File: src/rtl/multicycle_ctrl.sv
// Multicycle control FSM for the RV32I-subset core: FETCH, DECODE, EXEC, MEM, WB, HALT.
// Optional macro CTRL_PERF_CNT_EN adds retired-instruction and cycle counters.
module multicycle_ctrl #(
  parameter int XLEN      = 32,
  parameter int IMM_SEL_W = 3
) (
  input  logic                 clk,
  input  logic                 rst,
  input  logic [XLEN-1:0]      instr,
  input  logic                 imem_ready,
  input  logic                 dmem_ready,
  input  logic                 branch_taken,
  output logic                 imem_req,
  output logic                 ir_we,
  output logic [IMM_SEL_W-1:0] imm_sel,
  output logic                 alu_src,
  output logic [3:0]           alu_op,
  output logic                 reg_we,
  output logic [1:0]           wb_sel,
  output logic                 pc_we,
  output logic                 pc_sel,
  output logic                 dmem_re,
  output logic                 dmem_we,
  output logic                 halted,
  output logic                 illegal
`ifdef CTRL_PERF_CNT_EN
  ,
  output logic [31:0]          retired_cnt,
  output logic [31:0]          cycle_cnt
`endif
);

  localparam logic [IMM_SEL_W-1:0] IMM_I = 'd0;
  localparam logic [IMM_SEL_W-1:0] IMM_S = 'd1;
  localparam logic [IMM_SEL_W-1:0] IMM_B = 'd2;
  localparam logic [IMM_SEL_W-1:0] IMM_U = 'd3;
  localparam logic [IMM_SEL_W-1:0] IMM_J = 'd4;

  localparam logic [3:0] ALU_ADD   = 4'd0;
  localparam logic [3:0] ALU_SUB   = 4'd1;
  localparam logic [3:0] ALU_AND   = 4'd2;
  localparam logic [3:0] ALU_OR    = 4'd3;
  localparam logic [3:0] ALU_XOR   = 4'd4;
  localparam logic [3:0] ALU_SLT   = 4'd5;
  localparam logic [3:0] ALU_SLL   = 4'd6;
  localparam logic [3:0] ALU_SRL   = 4'd7;
  localparam logic [3:0] ALU_PASSB = 4'd8;

  localparam logic [6:0] OPC_OP     = 7'b0110011;
  localparam logic [6:0] OPC_OPIMM  = 7'b0010011;
  localparam logic [6:0] OPC_LOAD   = 7'b0000011;
  localparam logic [6:0] OPC_STORE  = 7'b0100011;
  localparam logic [6:0] OPC_BRANCH = 7'b1100011;
  localparam logic [6:0] OPC_JAL    = 7'b1101111;
  localparam logic [6:0] OPC_LUI    = 7'b0110111;
  localparam logic [6:0] OPC_SYSTEM = 7'b1110011;

  typedef enum logic [2:0] {S_FETCH, S_DECODE, S_EXEC, S_MEM, S_WB, S_HALT} state_t;
  typedef enum logic [2:0] {C_ALU, C_LOAD, C_STORE, C_BRANCH, C_JAL, C_SYSTEM, C_ILLEGAL} class_t;

  state_t          state, state_n;
  class_t          cls;
  logic [XLEN-1:0] ir;
  logic [2:0]      funct3;
  logic [3:0]      f3_op;
  logic            illegal_q;
  logic            set_illegal;
  logic            unused_ir;

  assign funct3    = ir[14:12];
  assign unused_ir = ^{ir[31], ir[29:15], ir[11:7]};

  // Decode is purely a function of IR, so it holds steady from DECODE until the next fetch latches.
  always_comb begin
    // NOTE: every output of a combinational block gets a default first; a missed branch otherwise infers a latch.
    cls     = C_ILLEGAL;
    imm_sel = IMM_I;
    alu_src = 1'b0;
    alu_op  = ALU_ADD;
    f3_op   = ALU_ADD;
    case (funct3)
      3'b001:         f3_op = ALU_SLL;
      3'b010, 3'b011: f3_op = ALU_SLT;
      3'b100:         f3_op = ALU_XOR;
      3'b101:         f3_op = ALU_SRL;
      3'b110:         f3_op = ALU_OR;
      3'b111:         f3_op = ALU_AND;
      default:        f3_op = ALU_ADD;
    endcase
    case (ir[6:0])
      OPC_OP: begin
        cls    = C_ALU;
        alu_op = (funct3 == 3'b000 && ir[30]) ? ALU_SUB : f3_op;
      end
      OPC_OPIMM: begin
        cls     = C_ALU;
        alu_src = 1'b1;
        alu_op  = f3_op;
      end
      OPC_LUI: begin
        cls     = C_ALU;
        imm_sel = IMM_U;
        alu_src = 1'b1;
        alu_op  = ALU_PASSB;
      end
      OPC_LOAD: begin
        cls     = C_LOAD;
        alu_src = 1'b1;
      end
      OPC_STORE: begin
        cls     = C_STORE;
        imm_sel = IMM_S;
        alu_src = 1'b1;
      end
      OPC_BRANCH: begin
        cls     = C_BRANCH;
        imm_sel = IMM_B;
        alu_op  = ALU_SUB;
      end
      OPC_JAL: begin
        cls     = C_JAL;
        imm_sel = IMM_J;
      end
      OPC_SYSTEM: cls = C_SYSTEM;
      default:    cls = C_ILLEGAL;
    endcase
  end

  always_comb begin
    state_n     = state;
    imem_req    = 1'b0;
    ir_we       = 1'b0;
    reg_we      = 1'b0;
    wb_sel      = 2'd0;
    pc_we       = 1'b0;
    pc_sel      = 1'b0;
    dmem_re     = 1'b0;
    dmem_we     = 1'b0;
    halted      = 1'b0;
    set_illegal = 1'b0;
    case (state)
      S_FETCH: begin
        imem_req = 1'b1;
        if (imem_ready) begin
          ir_we   = 1'b1;
          state_n = S_DECODE;
        end
      end
      S_DECODE: begin
        if (cls == C_SYSTEM || cls == C_ILLEGAL) begin
          set_illegal = (cls == C_ILLEGAL);
          state_n     = S_HALT;
        end else begin
          state_n = S_EXEC;
        end
      end
      S_EXEC: begin
        case (cls)
          C_ALU:            state_n = S_WB;
          C_LOAD, C_STORE:  state_n = S_MEM;
          C_BRANCH: begin
            pc_we   = 1'b1;
            pc_sel  = branch_taken ^ funct3[0];
            state_n = S_FETCH;
          end
          C_JAL: begin
            reg_we  = 1'b1;
            wb_sel  = 2'd2;
            pc_we   = 1'b1;
            pc_sel  = 1'b1;
            state_n = S_FETCH;
          end
          default:          state_n = S_FETCH;
        endcase
      end
      S_MEM: begin
        dmem_re = (cls == C_LOAD);
        dmem_we = (cls != C_LOAD);
        if (dmem_ready) begin
          if (cls == C_LOAD) begin
            state_n = S_WB;
          end else begin
            pc_we   = 1'b1;
            state_n = S_FETCH;
          end
        end
      end
      S_WB: begin
        reg_we  = 1'b1;
        pc_we   = 1'b1;
        wb_sel  = (cls == C_LOAD) ? 2'd1 : 2'd0;
        state_n = S_FETCH;
      end
      S_HALT:  halted = 1'b1;
      default: state_n = S_FETCH;
    endcase
    // Reset overrides everything in the cycle it is sampled: no half-finished memory access or writeback.
    if (rst) begin
      imem_req = 1'b0;
      ir_we    = 1'b0;
      reg_we   = 1'b0;
      wb_sel   = 2'd0;
      pc_we    = 1'b0;
      pc_sel   = 1'b0;
      dmem_re  = 1'b0;
      dmem_we  = 1'b0;
      halted   = 1'b0;
    end
  end

  assign illegal = illegal_q && !rst;

  always_ff @(posedge clk) begin
    // NOTE: state registers use non-blocking assignments so every flop samples pre-edge values.
    if (rst) begin
      state     <= S_FETCH;
      // NOTE: IR is reset explicitly so the post-reset decode outputs come out as zero (IMM_I/ADD).
      ir        <= '0;
      illegal_q <= 1'b0;
    end else begin
      state <= state_n;
      if (ir_we)       ir        <= instr;
      if (set_illegal) illegal_q <= 1'b1;
    end
  end

`ifdef CTRL_PERF_CNT_EN
  always_ff @(posedge clk) begin
    if (rst) begin
      cycle_cnt   <= 32'd0;
      retired_cnt <= 32'd0;
    end else begin
      if (state != S_HALT) cycle_cnt   <= cycle_cnt + 32'd1;
      if (pc_we)           retired_cnt <= retired_cnt + 32'd1;
    end
  end
`endif

endmodule

File: config.mk
export PLATFORM = sky130hd
export DESIGN_NAME = multicycle_ctrl
export DESIGN_NICKNAME = d
export VERILOG_FILES = /design/src/rtl/multicycle_ctrl.sv
export SDC_FILE = /design/constraint.sdc
export NUM_CORES = 1
export LEC_CHECK = 0
export BUFFER_PORTS_ARGS = -buffer_cell sky130_fd_sc_hd__buf_2
export CORE_MARGIN = 3
export CORE_UTILIZATION = 41
export CTS_CLUSTER_SIZE = 28
export DETAILED_ROUTE_END_ITERATION = 10
export GPL_ROUTABILITY_DRIVEN = 0
export GPL_TIMING_DRIVEN = 0
export PLACE_DENSITY = 0.87
export SLEW_MARGIN = 0
export SYNTH_ARGS = -nofsm -noshare
export SYNTH_HDL_FRONTEND = slang
export SYNTH_SLANG_ARGS = --single-unit
export TNS_END_PERCENT = 30
File: constraint.sdc
create_clock -name clk -period 1.5 [get_ports clk]
set_input_delay 0.075 -clock clk [delete_from_list [all_inputs] [get_ports clk]]
set_output_delay 0.075 -clock clk [all_outputs]
set_load 0.01 [all_outputs]
# --- Yosys cells after proc, flatten, opt, wreduce, memory -nomap -nowiden ---
# Cells that the tools add are included.
# W data, S select, Z words.
totals:
  regBits: 35
  out_inout_bits: 19
  wordCells: 87
op_classes:
  eq_ne: 29
  mux: 40
  n_bitwise: 2
  reduce_logical: 13
ops:
  columns: ["cell", "count"]
  rows:
  - ["$pmux W3 S6", 2]
  - ["$eq A3 B3 Y1 const B", 9]
  - ["$mux W1", 23]
  - ["$eq A7 B6 Y1 const B", 3]
  - ["$eq A7 B7 Y1 const B", 3]
  - ["$eq A3 B2 Y1 const B", 6]
  - ["$pmux W4 S4", 1]
  - ["$pmux W3 S5", 1]
  - ["$mux W3", 4]
  - ["$pmux W3 S4", 1]
  - ["$eq A3 B1 Y1 const B", 3]
  - ["$logic_not A3 Y1", 3]
  - ["$eq A7 B2 Y1 const B", 1]
  - ["$eq A7 B5 Y1 const B", 1]
  - ["$pmux W3 S2", 1]
  - ["$reduce_or A2 Y1", 3]
  - ["$mux W2", 2]
  - ["$mux W4", 1]
  - ["$ne A2 B2 Y1 const B", 2]
  - ["$pmux W1 S2", 2]
  - ["$pmux W2 S2", 1]
  - ["$reduce_or A4 Y1", 1]
  - ["$ne A3 B1 Y1 const B", 1]
  - ["$pmux W1 S3", 1]
  - ["other kinds (7)", 8]

# --- Logic depth before layout (Yosys ltp) ---
# Gate-level depths: netlist of the first run.
depth:
  ltp_word: 8
  ltp_mapped: 7

# --- Worst setup path before layout of the first run ---
# Ideal clock, no wire load.
synth_timing:
  kind: "register to output"
  startpoint: "register ir[4]"
  endpoint: "output port reg_we"
  t_arrival_ps: 1371
  path_slack_ps: 54
  path_stages_with_launch: 6
  path_buffers: 0
  path_cell_list: "dfxtp_1 -> nand3b_2 -> or3_4 -> inv_1 -> a21oi_1 -> nor3_1"
synth_between:
  elab_chain_len: 7
synth_lines:
  columns: ["item", "line", "rtl"]
  rows:
  - ["start: declaration", "63", "logic [XLEN-1:0] ir;"]
  - ["start signal: assignment", "222", "if (ir_we) ir <= instr;"]
  - ["$eq A7 B6 Y1 or $eq A7 B5 Y1 (tied branches)", "90", "case (ir[6:0])"]
  - ["$reduce_or A3 Y1 (no line)", null, null]
  - ["$pmux W3 S6 (*)", "90", null]
  - ["$eq A3 B3 Y1 (*)", "158", "case (cls)"]
  - ["$mux W1 (*)", "158", null]
  - ["$pmux W1 S2 (*)", "141", "case (state)"]
  - ["$mux W1 (*)", "198", "if (rst) begin"]
  - ["end: declaration", "18", "output logic reg_we,"]
# Mark *: on every way between the ends. The rest lies on a longest branch, timed or not.

# --- Final worst setup path of the first run ---
layout_timing:
  startpoint: "register ir[2]"
  endpoint: "output port reg_we"
# The elaborated chain is that of the path after synthesis.

==> flow_summary_export.csv, run 1 <==
group,metric,value,unit
die,die_area,3420,um2
logic_synthesis,synthCells,154,
placement,numPortBuffers,34,
power_and_ir_drop,swShare,34.7,%
setup_path,cp.arrival,1.66,ns
cts,htreeDepth,1,
die,initial_core_util,44.3,%
power_and_ir_drop,combPwrFrac,36.8,%
die,die_width,58.5,um
cts,insertion_delay,0.29,ns
route,drt_iter0_markers,88,
logic_synthesis,ys.flop_type,"dfxtp_1",
sta,hold_viol,0,
logic_synthesis,synth-edff-count,0,
logic_synthesis,yosysMostFrequentCell,"nand2_1",
cells_and_area,nets,255,
setup_path,start_kind,"flop",
cts,clockBufferDepth,2,
sta,fin_ws,-0.230,ns
route,via_per_inst,5.88,
grt,grt_pass1_wl,6060,um
setup_path,crit_buf_inv,3,
die,die_h,58.5,um
sta,tns,-1.29,ns
logic_synthesis,synth_common_cells,"nand2_1, dfxtp_1, nor2_1",
setup_path,path_max_fanout,4,
sta,fin_crit_sh,115,%
setup_path,crit_type,"flop to output pin",
power_and_ir_drop,clockPowerShare,20.9,%
cts,clk_pin_slew,0.09,ns
cts,cts-root-buf,"clkbuf_4",
cells_and_area,diodes,0,
sta,slew_headroom,69.1,%
setup_path,path_cells,"buf_6 -> nand2_4 -> or3_4 -> inv_2 -> a21oi_2 -> nor3_1 -> buf_2",
sta,worstMarginPinSlew,0.456,ns
die,core,2540,um2
logic_synthesis,synth_top_area_cell,"dfxtp_1",
cts,cts_tree,"built",
route,num_vias,1452,
setup_path,max_stage_delay,0.42,ns
power_and_ir_drop,p_int,744,uW
power_and_ir_drop,ir_drop,604,uV
route,wl_per_cell,16.4,um
power_and_ir_drop,leakagePower,0.825,nW
logic_synthesis,ys_seq_elements,15,
logic_synthesis,syn_nets,191,
cts,numCtsBuffers,3,
sta,fmax,578,MHz
setup_path,setup.worst_path.end_class,"output pin",
sta,fin_worst_skew,0.00489,ns
job,maxCapViolCount,0,
grt,grt_max_degree,13,
logic_synthesis,syn_area_per_cell,7.33,um2
placement,place_ws,-0.0335,ns
sta,setup_violations,13,
die,ios,56,
logic_synthesis,yosysWarnings,0,
sta,post-route-min-period,1.73,ns
grt,globalRouteOverflowTotal,0,
logic_synthesis,ys_top_cells_by_area,"dfxtp_1, nand2_1, nand3b_1",
cells_and_area,drive_above_1_share,49.3,%
setup_path,worstPathRequired,1.42,ns
run_status,outcome,"finished with violations",
route,dr.pass1.iters,4,
placement,hpwlAfterDp,2120,um
logic_synthesis,async_flop_share,0,%
route,drc,0,
power_and_ir_drop,p_sw,396,uW
power_and_ir_drop,seqPwrFrac,42.3,%
logic_synthesis,synth_top_area_share,26.6,%
setup_path,critPathSlowestCell,"or3_4",
sta,rsz0062_at_grt,"yes",
grt,grt_pass1_vias,1294,
logic_synthesis,ys_types,44,
grt,grt_usage,23.1,%
cts,numClockSinks,15,
setup_path,crit_family,"simple AND/OR/NAND/NOR gates",
route,antenna_left,0,
run_status,violations,"setup timing",
route,finalWirelength,4050,um
die,rows,18,
hold_path,hp-class,"input pin to flop",
grt,antenna_found_initial,0,
power_and_ir_drop,cellPowerDensity,630,nW/um2
logic_synthesis,syn_area,1130,um2
logic_synthesis,ys_seq_area_share,26.6,%
sta,slew_violations,0,
cells_and_area,synthToLayoutAreaGrowth,60.3,%
placed cells by master (no fill, tap or decap), drive strengths merged:
master,synthesis,routed
xor2,3,3
and3,1,1
nand3b,14,14
o21ai,3,3
o31ai,1,1
or3,1,1
o311ai,2,2
and2,1,1
a22o,1,1
or3b,1,1
o22ai,1,1
nand4,1,1
dfxtp,15,15
and4bb,2,2
or2,1,1
clkbuf,4,7
buf,8,57
o21bai,2,2
nor4b,1,1
a31oi,2,2
a221oi,1,1
dlygate4sd3,0,11
o2bb2ai,1,1
mux2i,1,1
nor2b,2,2
and2b,1,1
nand3,2,2
nand2b,6,6
nor4,3,3
a211oi,1,1
nor2,15,15
a21boi,1,1
nand2,32,32
a41o,1,1
nor3b,2,2
a21oi,10,10
nor3,6,6
inv,4,4
routing by layer:
layer,wire length (um),track usage (%),share of wire (%)
met5,0,0,0
met1,1590,29.1,39
met2,1950,38.1,48
met3,314,3.73,7.7
met4,202,11.3,5.0
final cells by class:
type	count	area [um2]
Buffer	10	91.3
Clock buffer	4	26.3
Fill cell	183	736
Inverter	4	17.5
Multi-Input combinational cell	123	877
Sequential cell	15	324
Tap cell	30	37.5
Timing Repair Buffer	61	435
what timing repair did:
| action | 4_1_cts | 5_1_grt |
|---|---|---|
| pin swaps | 11 | 12 |
| hold buffers | 11 | 0 |
| endpoints found under the setup margin | 17 | 29 |
| cloned | 0 | 0 |
| setup buffers | 12 | 4 |
| gates resized for setup | 41 | 34 |
| hold endpoints to repair | 11 | 0 |
worst paths after layout:
check / slack, ns / to / start / depth (start not counted)
hold reg to reg: 0.46 / illegal_q / illegal_q / 2
setup reg to reg: -0.19 / state[2] / ir[2] / 8
hold / removal: 0.17 / state[0] / imem_ready / 3
setup / recovery: -0.23 / reg_we / ir[2] / 7
state kept, by name, summed over array words and instances (netlist names):
register   cells
illegal_q      1
ir            11
state          3
power by group through the flow:
stage	registers, mW	logic (mW)	clock network (mW)
6_report	0.483	0.420	0.238
4_1_cts	0.474	0.375	0.242
3_3_place_gp	0.473	0.283	0
5_1_grt	0.489	0.449	0.257
3_5_place_dp	0.475	0.290	0
2_1_floorplan	0.467	0.218	0
per-stage QoR:
| step | util, % | hold WS, ns | cell area [um2] | std cells | total power [mW] |
|---|---|---|---|---|---|
| floorplan | - | 0.174 | 1130 | 154 | 0.685 |
| global placement | 52.5 | 0.257 | 1340 | 218 | 0.756 |
| detailed placement | 52.5 | 0.261 | 1340 | 218 | 0.765 |
| CTS | 66.2 | 0.164 | 1690 | 244 | 1.09 |
| global route | 71.1 | 0.179 | 1810 | 247 | 1.20 |
| finish | 71.1 | 0.169 | 1810 | 247 | 1.14 |
cell families (layout without fill, tap and decap cells):
logic type,Yosys count,in the layout,synth area share (%)
and+or+nand+nor,92,92,46.2
AOI/OAI and AO/OA,27,27,16.6
buffers and inverters,16,79,7.32
DFF,15,15,26.6
xor gates and xnor gates,3,3,2.33
muxes,1,1,0.887
worst min-delay path, cell delays in order:
cell      delay, ns
buf_2          0.12
o21bai_1       0.16
a221oi_2       0.07
No activity file was read; power rests on OpenSTA's default activity.
==> run 2, diff against run 1 <==
--- a/config.mk
+++ b/config.mk
@@ -6,13 +6,14 @@
 export NUM_CORES = 1
 export LEC_CHECK = 0
 export BUFFER_PORTS_ARGS = -buffer_cell sky130_fd_sc_hd__buf_2
+export CORE_ASPECT_RATIO = 1.4
 export CORE_MARGIN = 3
-export CORE_UTILIZATION = 41
+export CORE_UTILIZATION = 45
 export CTS_CLUSTER_SIZE = 28
 export DETAILED_ROUTE_END_ITERATION = 10
 export GPL_ROUTABILITY_DRIVEN = 0
 export GPL_TIMING_DRIVEN = 0
-export PLACE_DENSITY = 0.87
+export PLACE_DENSITY = 0.9
 export SLEW_MARGIN = 0
 export SYNTH_ARGS = -nofsm -noshare
 export SYNTH_HDL_FRONTEND = slang
==> constraint.sdc (replaced) <==
create_clock -name clk -period 1.9 [get_ports clk]
set_input_delay 0.095 -clock clk [delete_from_list [all_inputs] [get_ports clk]]
set_output_delay 0.095 -clock clk [all_outputs]
set_load 0.01 [all_outputs]
==> run 2 against run 1 <==
- the flow now finishes without violations
- register-to-register slack better by 0.57 ns
- power down 27%
- first-iteration DRC count down 58%
- sequential power is 23% lower
- via count shrank 11%
- non-clock buffer count down 13
- cell count shrank 4.0%
- clock skew is 0.00075 ns lower
- core utilization is 3.9 points lower
- setup slack better by 0.32 ns
- hold slack got worse by 0.14 ns
- cell area is 15% lower
- largest power group unchanged
==> flow_summary_export.csv, run 2 (same netlist as run 1, synthesis figures left out) <==
group,metric,value,unit
run_status,outcome,"finished, final reports clean",
cells_and_area,largest_reg_flops,11,
power_and_ir_drop,p_total,830,uW
sta,slew_violations,0,
cells_and_area,multi_input_area,774,um2
grt,grt_pass1_vias,1233,
route,antenna_left,0,
sta,fin_worst_skew,0.00414,ns
cts,clk_pin_slew,0.09,ns
cts,insertion_delay,0.29,ns
route,finalWirelength,3150,um
power_and_ir_drop,seqPwrFrac,44.9,%
setup_path,worstPathRequired,1.80,ns
power_and_ir_drop,leakagePower,0.721,nW
cts,numCtsBuffers,3,
setup_path,path_max_fanout,10,
job,maxCapViolCount,0,
cells_and_area,reg_top3,"ir x11, state x3, illegal_q x1",
cells_and_area,fin_util,67.1,%
route,drt_iter0_markers,37,
die,rows,20,
cts,clockBufferDepth,2,
placement,numPortBuffers,34,
sta,post-route-min-period,1.81,ns
cts,htreeDepth,1,
sta,fin_ws,0.0934,ns
route,dr.pass1.iters,5,
power_and_ir_drop,swShare,33.2,%
power_and_ir_drop,combPwrFrac,32.2,%
setup_path,setup.worst_path.end_class,"output pin",
sta,fmax,554,MHz
power_and_ir_drop,clockPowerShare,23.0,%
setup_path,cp.arrival,1.71,ns
cells_and_area,layout_commonest_cell,"buf_2",
cells_and_area,n_fill_cell,190,
route,wl_per_cell,13.3,um
sta,worstMarginPinSlew,0.481,ns
cells_and_area,drive_above_1_share,34.8,%
grt,grt_max_degree,11,
setup_path,start_kind,"flop",
power_and_ir_drop,p_int,555,uW
sta,slew_headroom,67.5,%
die,die_width,48.3,um
cells_and_area,nets,242,
cts,cts_tree,"built",
setup_path,reg2reg_slack,0.38,ns
cts,cts-root-buf,"clkbuf_4",
cells_and_area,fin_cells,237,
die,core,2280,um2
placement,hpwlAfterDp,2130,um
sta,hold_viol,0,
die,ios,56,
sta,setup_violations,0,
route,via_per_inst,5.43,
grt,grt_usage,20.9,%
sta,tns,0,ns
die,die_h,65.3,um
grt,globalRouteOverflowTotal,0,
setup_path,crit_type,"flop to output pin",
placement,dp.cells,221,
cells_and_area,synthToLayoutAreaGrowth,35.5,%
grt,grt_pass1_wl,5310,um
hold_path,hp-class,"input pin to flop",
die,die_area,3150,um2
route,num_vias,1287,
cts,numClockSinks,15,
sta,rsz0062_at_grt,"yes",
power_and_ir_drop,ir_drop,445,uV
route,drc,0,
cells_and_area,regArea,308,um2
cells_and_area,mostFrequentLayoutCells,"buf_2, nand2_1, nor2_1",
sta,fin_crit_sh,95.1,%
placement,place_ws,0.305,ns
die,initial_core_util,49.6,%
cells_and_area,diodes,0,
grt,antenna_found_initial,0,
cells_and_area,regMostFlops,"ir",
power_and_ir_drop,p_sw,275,uW
power_and_ir_drop,cellPowerDensity,543,nW/um2
==> run 2: cell count changes in the layout (fill, tap and decap cells not counted), moves of 5 or more <==
cell,delta
buf_2,+6
buf_4,-10
buf_6,-8
dfxtp_4,-5
nand2_1,+5
==> run 2: final timing paths <==
path,endpoint,cells past startpoint,startpoint
worst max-delay path,pc_sel,5,state[1]
worst min register to register,illegal_q,2,illegal_q
worst min-delay path,ir[4],3,instr[4]
worst max register to register,state[2],5,ir[4]
==> run 2: critical path: stages, from the launching register on <==
cell and delay (ns):
dfxtp_1 0.31, buf_2 0.22, nor2b_1 0.30, nand2b_1 0.14, nor4_1 0.26, buf_2 0.18
==> run 2: power groups by stage <==
stage          clock network [mW]  logic (mW)  registers, mW
3_5_place_dp                    0       0.229          0.374
3_3_place_gp                    0       0.222          0.372
4_1_cts                     0.192       0.246          0.366
2_1_floorplan                   0       0.172          0.369
6_report                    0.190       0.267          0.372
5_1_grt                     0.207       0.298          0.376
==> run 2: routing by layer <==
layer  part of all wire [%]  GRT usage (%)  up-vias
met1                     40           22.6      587
li1                       -              -      639
met5                      0              0        -
met4                    1.7           9.61        0
met3                    5.4           2.04        6
met2                     53           40.7       55
==> run 2: cell type report <==
class / instances / share of cell area [%]
Inverter: 4 / 0.982
Buffer: 12 / 5.16
Clock buffer: 4 / 1.72
Sequential cell: 15 / 20.1
Multi-Input combinational cell: 123 / 50.7
Tap cell: 33 / 2.70
Timing Repair Buffer: 46 / 18.7
==> run 2: through the flow <==
| step | cell area, um2 | hold slack, ns |
|---|---|---|
| CTS | 1470 | 0.0147 |
| floorplan | 1130 | 0.194 |
| finish | 1530 | 0.0282 |
| global placement | 1340 | 0.280 |
| detailed placement | 1340 | 0.280 |
| global route | 1530 | 0.0358 |
==> run 2: timing repair <==
item                                   4_1_cts  5_1_grt
cloned                                       0        0
hold buffers                                10        0
endpoints found under the hold margin       10        0
setup endpoints to repair                    2        5
gates resized for setup                      1       17
pin swaps                                    0        3
setup buffers                                0        2
